===== config.mk =====
export PLATFORM = sky130hd
export DESIGN_NAME = iter_slt_unit
export DESIGN_NICKNAME = d
export VERILOG_FILES = /design/src/rtl/cmp_pkg.sv /design/src/rtl/slice_cmp.sv /design/src/rtl/iter_slt_unit.sv
export SDC_FILE = /design/constraint.sdc
export NUM_CORES = 1
export LEC_CHECK = 0
export BUFFER_PORTS_ARGS = -buffer_cell sky130_fd_sc_hd__clkbuf_2
export CAP_MARGIN = 10
export CORE_MARGIN = 8
export CORE_UTILIZATION = 25
export CTS_BUF_LIST = sky130_fd_sc_hd__clkbuf_4 sky130_fd_sc_hd__clkbuf_8
export CTS_CLUSTER_SIZE = 12
export DETAILED_ROUTE_END_ITERATION = 10
export PLACE_DENSITY_LB_ADDON = 0.3
export SYNTH_ARGS = -nofsm -noshare
export SYNTH_HDL_FRONTEND = slang
export SYNTH_SLANG_ARGS = --single-unit

===== constraint.sdc =====
create_clock -name clk -period 3.1 [get_ports clk]
set_input_delay 0.465 -clock clk [delete_from_list [all_inputs] [get_ports clk]]
set_output_delay 0.465 -clock clk [all_outputs]
set_load 0.02 [all_outputs]

===== src/rtl/cmp_pkg.sv =====
// Shared definitions for the iterative set-less-than unit: FSM states and
// slice-count / index-width helpers.
package cmp_pkg;

  typedef enum logic [1:0] {IDLE, CMP, DONE} state_t;

  function automatic int unsigned num_slices(input int unsigned width,
                                             input int unsigned slice);
    return (slice == 0) ? 1 : width / slice;
  endfunction

  function automatic int unsigned idx_width(input int unsigned ns);
    return (ns <= 1) ? 1 : $clog2(ns);
  endfunction

endpackage


===== src/rtl/slice_cmp.sv =====
// Unsigned comparison of one operand slice: less-than and not-equal flags.
module slice_cmp #(
  parameter int unsigned SLICE = 8
) (
  input  logic [SLICE-1:0] a,
  input  logic [SLICE-1:0] b,
  output logic             lt,
  output logic             ne
);

  assign lt = (a < b);
  assign ne = (a != b);

endmodule


===== src/rtl/iter_slt_unit.sv =====
// Multi-cycle signed/unsigned set-less-than: walks the operands MSB slice
// first, one slice per clock, with optional exit on the first difference.
module iter_slt_unit #(
  parameter int unsigned WIDTH      = 32,
  parameter int unsigned SLICE      = 8,
  parameter bit          EARLY_EXIT = 1'b1
) (
  input  logic             clk,
  input  logic             rst,
  input  logic             start,
  input  logic             is_signed,
  input  logic [WIDTH-1:0] A,
  input  logic [WIDTH-1:0] B,
  output logic             busy,
  output logic             done,
  output logic [WIDTH-1:0] result,
  output logic             lt,
  output logic             eq
);
  import cmp_pkg::*;

  localparam int unsigned NS = num_slices(WIDTH, SLICE);
  localparam int unsigned IW = idx_width(NS);

  if (SLICE == 0) begin : g_bad_slice
    $error("iter_slt_unit: SLICE must be nonzero");
  end else if (WIDTH % SLICE != 0) begin : g_bad_div
    $error("iter_slt_unit: SLICE must divide WIDTH");
  end

  state_t           state, state_nx;
  logic [WIDTH-1:0] a_q, b_q;
  logic [IW-1:0]    idx;
  logic             diff_seen, lt_rec;
  logic             lt_q, eq_q;
  logic [SLICE-1:0] sa, sb;
  logic             s_lt, s_ne;
  logic             fin_lt, fin_diff;

  always_comb begin
    sa = '0;
    sb = '0;
    for (int unsigned i = 0; i < NS; i++) begin
      if (idx == IW'(i)) begin
        sa = a_q[i*SLICE +: SLICE];
        sb = b_q[i*SLICE +: SLICE];
      end
    end
  end

  slice_cmp #(.SLICE(SLICE)) u_slice (
    .a  (sa),
    .b  (sb),
    .lt (s_lt),
    .ne (s_ne)
  );

  // The first differing slice (most significant) decides the order.
  assign fin_diff = diff_seen | s_ne;
  assign fin_lt   = diff_seen ? lt_rec : (s_ne & s_lt);

  always_ff @(posedge clk) begin
    if (rst) state <= IDLE;
    else     state <= state_nx;
  end

  always_comb begin
    state_nx = state;
    case (state)
      IDLE: if (start) state_nx = CMP;
      CMP: begin
        if ((EARLY_EXIT && s_ne) || (idx == '0)) state_nx = DONE;
      end
      DONE:    state_nx = IDLE;
      default: state_nx = IDLE;
    endcase
  end

  always_comb begin
    busy = (state == CMP);
    done = (state == DONE);
  end

  always_ff @(posedge clk) begin
    if (rst) begin
      a_q       <= '0;
      b_q       <= '0;
      idx       <= '0;
      diff_seen <= 1'b0;
      lt_rec    <= 1'b0;
      lt_q      <= 1'b0;
      eq_q      <= 1'b0;
    end else begin
      case (state)
        IDLE: begin
          if (start) begin
            // Flipping the sign bit maps two's-complement order onto unsigned order.
            a_q       <= A ^ {is_signed, {(WIDTH-1){1'b0}}};
            b_q       <= B ^ {is_signed, {(WIDTH-1){1'b0}}};
            idx       <= IW'(NS-1);
            diff_seen <= 1'b0;
            lt_rec    <= 1'b0;
          end
        end
        CMP: begin
          if (s_ne && !diff_seen) begin
            diff_seen <= 1'b1;
            lt_rec    <= s_lt;
          end
          if (state_nx == DONE) begin
            lt_q <= fin_lt;
            eq_q <= ~fin_diff;
          end else begin
            idx <= idx - 1'b1;
          end
        end
        default: ;
      endcase
    end
  end

  assign lt     = lt_q;
  assign eq     = eq_q;
  assign result = {{(WIDTH-1){1'b0}}, lt_q};

endmodule


==> run summary <==
The tools report the critical path capture point type as a flop. In the final design database the tool counted 618 nets. In the final routed layout, each cell accounts on average for 13.3 um. The latest clock arrival within the worst-skew pair was 0.35 ns; the arrival time of the worst setup path was 3.03 ns. Counting along the longest clock path gives a buffer depth of 2. For this design the static power due to leakage is 0.00170 uW. The hold violation count in the final report is 0, and the number of clock sinks is 72. Clock tree synthesis inserted a total of 9 buffers.

The flow ran to the end, and the final reports show no timing, DRC or antenna violations. Setup repair after global routing left no endpoint under its margin. During synthesis, Yosys emitted a total of 0 warnings. The power per unit of standard cell area works out to 550 nW/um^2. From bottom edge to top edge, the die measures 136 um.

The worst setup path is of the reg -> reg kind. After the first detailed-routing iteration, the DRC count stood at 130. For the final database, setup skew stands at 0.00688 ns.

The overall routing resource usage is 0.107. The largest net degree at the start of global routing is 43. The maximum fanout along the worst path is 32.

The total inserted antenna cells came out at 0. The run gives 13900 um^2 as the core area. The run gives 362 MHz as the top achievable clock speed.

The root buffer cell chosen for the clock tree is sky130_fd_sc_hd__clkbuf_8. The first-pass detailed-route iteration total is 4. At the worst endpoint, the required time is 3.37 ns. The number of cells on the worst reg-to-reg path is 13, and the overall die width is 136 um.

For this block, the via count after detailed routing is 3138. The number of pins with negative max-slew slack in the final report came out at 0. Counting every instance in the synthesized netlist gives 480.

Using the TritonRoute via totals, the vias-per-cell ratio works out to 4.34. VDD sags by at most 0.186 mV. The share of final-layout standard cells stronger than drive strength 1 is 0.201, and the register area share after synthesis is 0.404. The tool flagged a number of max-cap violations equal to 0. The logs give 2270 uW for the total power draw and 3 for the number of H-tree levels. After clock tree synthesis, the flow added hold-fix buffers numbering 0. The first global-routing pass estimated 15300 um of wire. The floorplan has 43 rows. The overall overflow remaining after global route is 0. The library cell used most frequently in the layout, excluding fill and tap cells, is sky130_fd_sc_hd__nand2_1. For the finished layout, the period the worst path requires is 2.76 ns. The run gives 0 as the initial antenna violation count. The final layout contains routed wiring with a total length of 9630 um. Summing every instance area after synthesis gives 3570 um^2. The setup violation total in the final timing report is 0, and the synthesis-stage register bit count is 72.

In this run the cell area measured after placement is 3960 um^2. The part of the cycle the worst path needs came out at 0.891. The worst hold path passes through 3 cells. With fillers left out, the area of the finished cells amounts to 4130 um^2. The signed area change from the synthesized netlist to the final layout came out at 15.8%. TritonCTS built the clock tree. The setup slack on the worst flop-to-flop path came out at 0.34 ns.

In this run the tool buffered the top-level ports with 72 buffer cells. The synthesized area divided by synthesized cell count came out at 7.44 um^2. After detailed routing, the number of remaining DRC violations is 0. The library cells used most frequently in the layout, excluding fill and tap cells, are sky130_fd_sc_hd__nand2_1 (151), sky130_fd_sc_hd__a21oi_1 (109), sky130_fd_sc_hd__dfxtp_1 (72), sky130_fd_sc_hd__clkbuf_2 (72), sky130_fd_sc_hd__conb_1 (31).

The congestion estimate from routability-driven global placement came to 0.849. The final-layout setup total negative slack is 0 ns, and the post-detailed-placement half-perimeter wirelength is 7620 um. STA classifies the critical path startpoint as a flop.

After synthesis, the netlist uses 31 different library cells. The initial core utilization came out at 0.256. The worst relative slew slack was 0.461; the register clock-pin slew on the reported worst setup and hold paths was 0.07 ns. The count of nets left with antenna violations once routing finished came out at 0. The min-delay analysis places its worst path in the category in -> reg. The logs give 3162 for the number of global-route vias before repair and 18400 um^2 for the overall die area. At the pin with the least slew margin, the transition time is 0.806 ns.

The number of primary I/O pins came out at 104.
==> timing repair <==
action / 4_1_cts / 5_1_grt
setup buffers: 0 / 0
endpoints found under the setup margin: 0 / 6
resized for setup: 0 / 2
==> synthesized netlist by cell type <==
library cell / instances / area, um^2
sky130_fd_sc_hd__nand4_4: 1 / 21.3
sky130_fd_sc_hd__nand4_2: 1 / 12.5
sky130_fd_sc_hd__o211ai_1: 2 / 15.0
sky130_fd_sc_hd__a221oi_2: 1 / 15.0
sky130_fd_sc_hd__nor4_1: 1 / 6.26
sky130_fd_sc_hd__xnor2_1: 2 / 17.5
sky130_fd_sc_hd__a21o_2: 1 / 8.76
sky130_fd_sc_hd__a211oi_1: 2 / 15.0
sky130_fd_sc_hd__inv_1: 4 / 15.0
sky130_fd_sc_hd__a21o_1: 1 / 7.51
sky130_fd_sc_hd__a21oi_1: 109 / 546
sky130_fd_sc_hd__buf_2: 11 / 55.1
sky130_fd_sc_hd__ha_1: 12 / 150
sky130_fd_sc_hd__a32oi_1: 1 / 8.76
sky130_fd_sc_hd__o31ai_4: 1 / 21.3
sky130_fd_sc_hd__and2_1: 1 / 6.26
sky130_fd_sc_hd__conb_1: 1 / 3.75
sky130_fd_sc_hd__dfxtp_1: 72 / 1440
sky130_fd_sc_hd__nor2_1: 18 / 67.6
sky130_fd_sc_hd__buf_1: 1 / 3.75
sky130_fd_sc_hd__and2b_1: 1 / 7.51
sky130_fd_sc_hd__nor3_1: 2 / 10.0
sky130_fd_sc_hd__nand2_1: 152 / 571
sky130_fd_sc_hd__nand3b_1: 16 / 120
sky130_fd_sc_hd__buf_6: 3 / 33.8
sky130_fd_sc_hd__o21ai_0: 9 / 45.0
sky130_fd_sc_hd__buf_4: 33 / 248
sky130_fd_sc_hd__a211oi_2: 1 / 12.5
sky130_fd_sc_hd__nor2b_1: 2 / 12.5
sky130_fd_sc_hd__clkbuf_1: 17 / 63.8
sky130_fd_sc_hd__and3b_2: 1 / 10.0
==> cell families after synthesis <==
kind of cell,share of synthesized area
AND/OR/NAND/NOR,0.237
AO/OA/AOI/OAI,0.194
flip-flops,0.404
buffers and inverters,0.117
adder cells (fa/ha/maj),0.0420
XOR/XNOR,0.00491
other,0.00105
==> state kept, by name, indices dropped and copies added, names as in the netlist <==
register   cells
diff_seen      1
lt             1
lt_rec         1
idx            2
eq             1
state          2
b_q           32
a_q           32
==> through the flow <==
stage	util	setup slack (ns)	std cells	hold slack, ns
2_1_floorplan	-	0.693	510	0.436
4_1_cts	0.296	0.202	723	0.311
3_5_place_dp	0.284	0.218	707	0.453
3_3_place_gp	0.284	0.311	707	0.448
5_1_grt	0.297	0.0683	723	0.315
6_report	0.297	0.336	723	0.328
==> power breakdown <==
group          total [uW]  internal (uW)  switching, uW  leakage (uW)
clock                 652            324            328     0.0000967
sequential           1050           1000           49.4      0.000592
combinational         570            213            357       0.00101
total                2270           1540            734       0.00170
==> worst max-delay path, cell delays in order, from the launching register on <==
cell and delay [ns]:
sky130_fd_sc_hd__dfxtp_1 0.39, sky130_fd_sc_hd__inv_1 0.09, sky130_fd_sc_hd__ha_1 0.21, sky130_fd_sc_hd__buf_12 0.16, sky130_fd_sc_hd__nand3b_1 0.16, sky130_fd_sc_hd__a21oi_1 0.17
sky130_fd_sc_hd__a21oi_1 0.06, sky130_fd_sc_hd__nor2_1 0.17, sky130_fd_sc_hd__a21oi_1 0.07, sky130_fd_sc_hd__ha_1 0.37, sky130_fd_sc_hd__nand4_4 0.14, sky130_fd_sc_hd__o31ai_4 0.35
sky130_fd_sc_hd__a21oi_1 0.09, sky130_fd_sc_hd__a221oi_2 0.25
==> layout make-up <==
cell class	instances	area, um^2
Clock buffer	12	153
Clock inverter	4	20.0
Fill cell	1573	9800
Inverter	4	15.0
Multi-Input combinational cell	369	1830
Sequential cell	72	1440
Tap cell	180	225
Timing Repair Buffer	82	448
==> path summary, 6_finish.rpt <==
| path | end | startpoint |
|---|---|---|
| setup reg to reg | lt | idx[1] |
| hold / removal | b_q[28] | B[28] |
| setup / recovery | lt | idx[1] |
| hold reg to reg | b_q[15] | b_q[15] |
==> layer usage <==
metal  wire length [um]  global-route usage  vias to the layer above
met5                  0                   0                        -
met4                133              0.0389                        0
met3                635              0.0356                       13
met2               4550               0.178                       81
met1               4310               0.125                     1404
li1                   -                   -                     1640
Power figures use the tool's default switching activity.
